## config.mk

```make
export PLATFORM = sky130hd
export DESIGN_NAME = mem_port_arbiter
export DESIGN_NICKNAME = d
export VERILOG_FILES = /design/src/rtl/mem_port_arbiter.sv
export SDC_FILE = /design/constraint.sdc
export NUM_CORES = 1
export LEC_CHECK = 0
export CORE_ASPECT_RATIO = 1.4
export CORE_MARGIN = 5
export CORE_UTILIZATION = 45
export DETAILED_ROUTE_END_ITERATION = 10
export GPL_TIMING_DRIVEN = 0
export PLACE_DENSITY = 0.91
export SYNTH_ARGS = -nofsm -noshare
export SYNTH_HDL_FRONTEND = slang
export SYNTH_SLANG_ARGS = --single-unit
```

## constraint.sdc

```tcl
create_clock -name Clk -period 2.04 [get_ports Clk]
set_input_delay 0.51 -clock Clk [delete_from_list [all_inputs] [get_ports Clk]]
set_output_delay 0.51 -clock Clk [all_outputs]
set_load 0.005 [all_outputs]
```

## src/rtl/mem_port_arbiter.sv

```systemverilog
// mem_port_arbiter
//   Shares the single unified memory port between instruction fetch (IF) and
//   data memory (DM). Each access runs IDLE -> ACCESS -> RESP -> IDLE and
//   takes MEM_LAT+3 cycles: the grant is registered in IDLE, Mem_En pulses
//   for the first ACCESS cycle, read data is captured MEM_LAT cycles later,
//   and the granted requester's Ack pulses in RESP.
//   DM has fixed priority over IF.
//   Optional macro MEM_ARB_STARVE_GUARD_EN: after STARVE_MAX consecutive DM
//   grants made while IF was waiting, the next arbitration with IF_Req set
//   goes to IF.
module mem_port_arbiter #(
  parameter int unsigned MEM_LAT    = 2,
  parameter int unsigned STARVE_MAX = 4
) (
  input  logic        Clk,
  input  logic        Reset,
  input  logic        IF_Req,
  input  logic        DM_Req,
  input  logic        DM_We,
  input  logic [31:0] Mem_Rdata,
  output logic        Mux_Sel,
  output logic        Mem_En,
  output logic        Mem_We,
  output logic [31:0] IF_Rdata,
  output logic [31:0] DM_Rdata,
  output logic        IF_Ack,
  output logic        DM_Ack,
  output logic        IF_Stall,
  output logic        DM_Stall
);

  // Reject out-of-range configurations at elaboration time.
  if (MEM_LAT < 1 || MEM_LAT > 15) begin : g_bad_lat
    $error("mem_port_arbiter: MEM_LAT must be in 1..15");
  end
  if (STARVE_MAX < 1 || STARVE_MAX > 15) begin : g_bad_starve
    $error("mem_port_arbiter: STARVE_MAX must be in 1..15");
  end

  localparam logic [1:0] ST_IDLE   = 2'd0;
  localparam logic [1:0] ST_ACCESS = 2'd1;
  localparam logic [1:0] ST_RESP   = 2'd2;

  localparam logic [3:0] LAT_LOAD = 4'(MEM_LAT);

  logic [1:0] state;
  logic [3:0] lat_cnt;
  logic       dm_store;   // current access is a DM store: nothing to capture
  logic       any_req;
  logic       pick_dm;    // arbitration result, meaningful only in IDLE

  assign any_req = IF_Req | DM_Req;

`ifdef MEM_ARB_STARVE_GUARD_EN
  localparam logic [3:0] STARVE_LIMIT = 4'(STARVE_MAX);

  logic [3:0] starve_cnt;
  logic       starve_hit;

  assign starve_hit = (starve_cnt == STARVE_LIMIT);

  // DM priority, overridden in favour of a waiting IF once the limit is reached.
  always_comb begin
    pick_dm = DM_Req & ~(IF_Req & starve_hit);
  end

  // Count DM grants that bypass a waiting IF; any IF grant or idle IF clears it.
  always_ff @(posedge Clk) begin
    if (Reset) begin
      starve_cnt <= '0;
    end else if (state == ST_IDLE) begin
      if (IF_Req && pick_dm) begin
        starve_cnt <= starve_cnt + 4'd1;
      end else begin
        starve_cnt <= '0;
      end
    end
  end
`else
  // Strict fixed DM priority.
  always_comb begin
    pick_dm = DM_Req;
  end
`endif

  // Access sequencer: grant, strobe, latency wait, capture and acknowledge.
  // Mux_Sel doubles as the registered grant since it is held from the
  // IDLE->ACCESS edge until the RESP->IDLE edge.
  always_ff @(posedge Clk) begin
    if (Reset) begin
      state    <= ST_IDLE;
      lat_cnt  <= '0;
      dm_store <= 1'b0;
      Mux_Sel  <= 1'b0;
      Mem_En   <= 1'b0;
      Mem_We   <= 1'b0;
      IF_Ack   <= 1'b0;
      DM_Ack   <= 1'b0;
      IF_Rdata <= '0;
      DM_Rdata <= '0;
    end else begin
      Mem_En <= 1'b0;
      Mem_We <= 1'b0;
      IF_Ack <= 1'b0;
      DM_Ack <= 1'b0;
      case (state)
        ST_IDLE: begin
          Mux_Sel <= 1'b0;
          if (any_req) begin
            Mux_Sel  <= pick_dm;
            dm_store <= pick_dm & DM_We;
            Mem_En   <= 1'b1;
            Mem_We   <= pick_dm & DM_We;
            lat_cnt  <= LAT_LOAD;
            state    <= ST_ACCESS;
          end
        end
        ST_ACCESS: begin
          // lat_cnt reaches 0 exactly in the cycle Mem_Rdata becomes valid.
          if (lat_cnt == 4'd0) begin
            if (Mux_Sel) begin
              if (!dm_store) begin
                DM_Rdata <= Mem_Rdata;
              end
              DM_Ack <= 1'b1;
            end else begin
              IF_Rdata <= Mem_Rdata;
              IF_Ack   <= 1'b1;
            end
            state <= ST_RESP;
          end else begin
            lat_cnt <= lat_cnt - 4'd1;
          end
        end
        ST_RESP: begin
          Mux_Sel <= 1'b0;
          state   <= ST_IDLE;
        end
        default: begin
          Mux_Sel <= 1'b0;
          state   <= ST_IDLE;
        end
      endcase
    end
  end

  // Pipeline stalls: requester waits until its Ack cycle.
  always_comb begin
    IF_Stall = IF_Req & ~IF_Ack;
    DM_Stall = DM_Req & ~DM_Ack;
  end

endmodule

```

==> summary.txt <==
Timing
  – RSZ-0062 raised after global routing: false
  – Hold_ws: 472 ps
  – Setup violators final: 0
  – Fin crit period: 1950 ps
  – FMAX: 513 MHz
  – Relative slew slack: 70.1%
  – Least-Margin Pin Slew: 448 ps
  – Fin. Hold Viols: 0
  – Fin crit share: 95.6%
  – Post-Route Skew: 3.12 ps
  – Max Slew Vio Count: 0

Critical path
  – Crit. End Element: flip-flop
  – CP Launch Type: flip-flop
  – CP required: 2270 ps
  – R2r startpoint: state[1]
  – Crit path arrival time: 2180 ps
  – WS Path Type: flip-flop to flip-flop
  – Worst Setup SP: state[1]
  – Worst-path maximum fanout: 10

Synth
  – Synth Area in Compound Gates: 2.61%
  – Post-synthesis cell count: 299
  – Mapped cell area: 0.00316 mm²
  – Post-synthesis sequential area ratio: 48.2%
  – Async SR Flop Fraction: 0%
  – Post-synthesis cell type count: 30
  – Yosys top cell by area: dfxtp_1
  – EDFF count, synth: 0
  – Top post-synthesis cells by area: dfxtp_1 (48%), mux2i_1 (21%), nand2b_1 (19%), clkbuf_1 (1.4%), buf_2 (0.95%)
  – Post-synthesis xor/xnor area fraction: 0%
  – Top-area cell type share of the netlist area: 48.2%
  – Largest family of logic cells by synthesized area: simple AND/OR/NAND/NOR gates
  – Multiplexer share of the synthesized area: 20.6%
  – Top FF cell, synth: dfxtp_1
  – Yosys warning count: 0
  – Syn_nets: 338
  – Post-synth top cells: nand2b_1 (97), dfxtp_1 (76), mux2i_1 (65), clkbuf_1 (12), buf_2 (6)
  – Most frequent cell after synthesis: nand2b_1
  – Syn Area/Cell: 10.6 µm²
  – Post-Synth Simple-Gate Area: 24.4%
  – Synthesized flop and latch total: 76
  – Post-Synth Adder-Cell Area: 0.792%

Global route
  – Vias in the first global route: 2,620
  – First-pass GRT wire length: 12,200 µm
  – Largest net degree at the start of global routing: 19
  – Remaining Overflow, GRT: 0
  – GRT Overall Usage: 18.0%
  – Antenna violations before repair: 0

Power and ir drop
  – Seq pwr share: 49.7%
  – Peak supply drop: 0.523 mV
  – P_sw: 0.791 mW
  – Combinational power share: 17.8%
  – Leakage power: 1.81 nW
  – Overall power: 3.28 mW
  – Part of the power in the clock network: 32.5%
  – Power Density: 724 mW/mm²
  – Power Internal: 2.49 mW
  – Switching share of power: 24.1%

Die
  – # rows: 36
  – Initial core utilization: 45.8%
  – Num ports: 108
  – Core area: 0.00689 mm²
  – Chip height: 109 µm
  – Full die area: 0.00882 mm²
  – Die Width: 80.8 µm

Clocking
  – Clock slew at reported path FFs: 70 ps
  – Hold Buf Count CTS: 0
  – Clock Latency Late Sink: 340 ps
  – CTS Root Cell: clkbuf_8
  – CTS tree: yes
  – Clk sink count: 76
  – H-tree Lvls: 3
  – CTS max path bufs: 2
  – CTS Buf Count: 9

Route
  – DRC violation count after routing: 0
  – DR iter-0 viols: 73
  – Final ANT Viol Nets: 0
  – Initial DRT Pass Iterations: 4
  – Vias/cell: 4.75
  – Via count: 2,441
  – Post-Route WL: 7430 µm
  – Avg WL per Cell: 14.5 µm

Final layout
  – Layout Utilization: 65.8%
  – Area delta synth->final: 43.4%
  – Post-Layout Cell Count: 514
  – Fin nets: 454
  – Filler cells: 579
  – Share of layout cells above drive strength 1: 7.16%
  – Diodes inserted: 0

Worst hold path
  – Worst Hold Class: flip-flop to flip-flop
  – Hold path start: state[1]

Placed design
  – PortBufs: 106
  – Post-DP HPWL: 5770 µm
  – RePlAce Congestion: 0.795
  – Placed Cells incl. Taps: 500

Status
  – Outcome: finished clean

Flow run
  – Max cap viols: 0
power by group through the flow:
stage | Clock, mW | Combinational, mW | Sequential [mW]
2_1_floorplan | 0 | 0.297 | 1.66
3_3_place_gp | 0 | 0.580 | 1.66
3_5_place_dp | 0 | 0.593 | 1.66
4_1_cts | 1.09 | 0.593 | 1.63
5_1_grt | 1.16 | 0.637 | 1.64
6_report | 1.07 | 0.583 | 1.63
timing repair:
action                                  CTS  global route
gates cloned                              0             0
resized for setup                         3             4
pin swaps                                 0             0
hold endpoints to repair                  0             0
setup buffers                             1             0
endpoints found under the setup margin   22            37
stage by stage:
| stage | worst slack (ps) | area (µm²) | TNS, ps |
|---|---|---|---|
| after floorplan | 180 | 3160 | 0 |
| after global placement | -168 | 4340 | -465 |
| after detailed placement | -166 | 4340 | -781 |
| after CTS | 41.9 | 4530 | 0 |
| after global routing | 1.15 | 4530 | 0 |
| final | 89.2 | 4530 | 0 |
critical path, stage by stage (launching register included):
cell and delay [ps]:
dfxtp_2 340, or3b_1 370, clkbuf_4 180, or4_4 480, buf_6 170, buf_6 160, mux2i_1 130
final cells by class:
class | count | area [µm²] | area share, %
multi-input combinational | 200 | 1530 | 33.7
sequential | 76 | 1520 | 33.6
tap | 95 | 119 | 2.62
buffer | 18 | 95.1 | 2.10
clock inverter | 1 | 5.00 | 0.110
clock buffer | 14 | 183 | 4.03
inverter | 3 | 11.3 | 0.248
timing repair buffer | 107 | 1070 | 23.5
cell families (layout without fill, tap and decap cells):
family / count (synthesis) / count (layout)
simple gates: 122 / 122
buf+inv: 23 / 143
fa+ha+maj: 2 / 2
mux: 65 / 65
compound gates: 11 / 11
flops: 76 / 76
cell usage in the layout, fill, tap and decap left out:
master	count
a21o_1	1
nor4_4	1
o31a_1	1
nor3_1	3
nand2b_1	97
nor2_1	5
clkbuf_1	13
clkdlybuf4s50_1	104
a2bb2o_1	1
nand2_1	3
buf_4	2
and4b_1	1
clkbuf_8	13
or3b_2	1
a21oi_1	2
nor2b_1	3
o21a_1	2
dlygate4sd2_1	2
dfxtp_1	74
inv_1	3
clkbuf_4	2
a21boi_0	1
a31oi_1	1
or3b_1	1
a31o_2	1
nor4_1	1
nor4b_1	1
a221oi_1	1
buf_6	2
dfxtp_2	2
mux2i_1	65
buf_2	1
or3_1	1
or2_2	3
clkinv_2	1
ha_1	2
or4_4	1
registers in the layout (all words and copies together) (netlist names):
name / flops
DM_Ack: 1
DM_Rdata: 32
IF_Ack: 1
IF_Rdata: 32
Mem_En: 1
Mem_We: 1
Mux_Sel: 1
dm_store: 1
lat_cnt: 4
state: 2
layer usage:
metal	vias up	track usage [%]	wire length (µm)
li1	1223	-	-
met1	1124	18.4	2920
met2	82	32.0	3750
met3	12	6.78	605
met4	0	8.45	156
met5	-	0	0
path summary, 6_finish.rpt:
path	endpoint	slack, ps	depth (start not counted)
worst min-delay path	Mux_Sel	470	1
worst min register to register	Mux_Sel	470	1
worst max register to register	DM_Rdata[28]	90	6
worst max-delay path	DM_Rdata[28]	90	6
(Power assumes the default switching activity.)
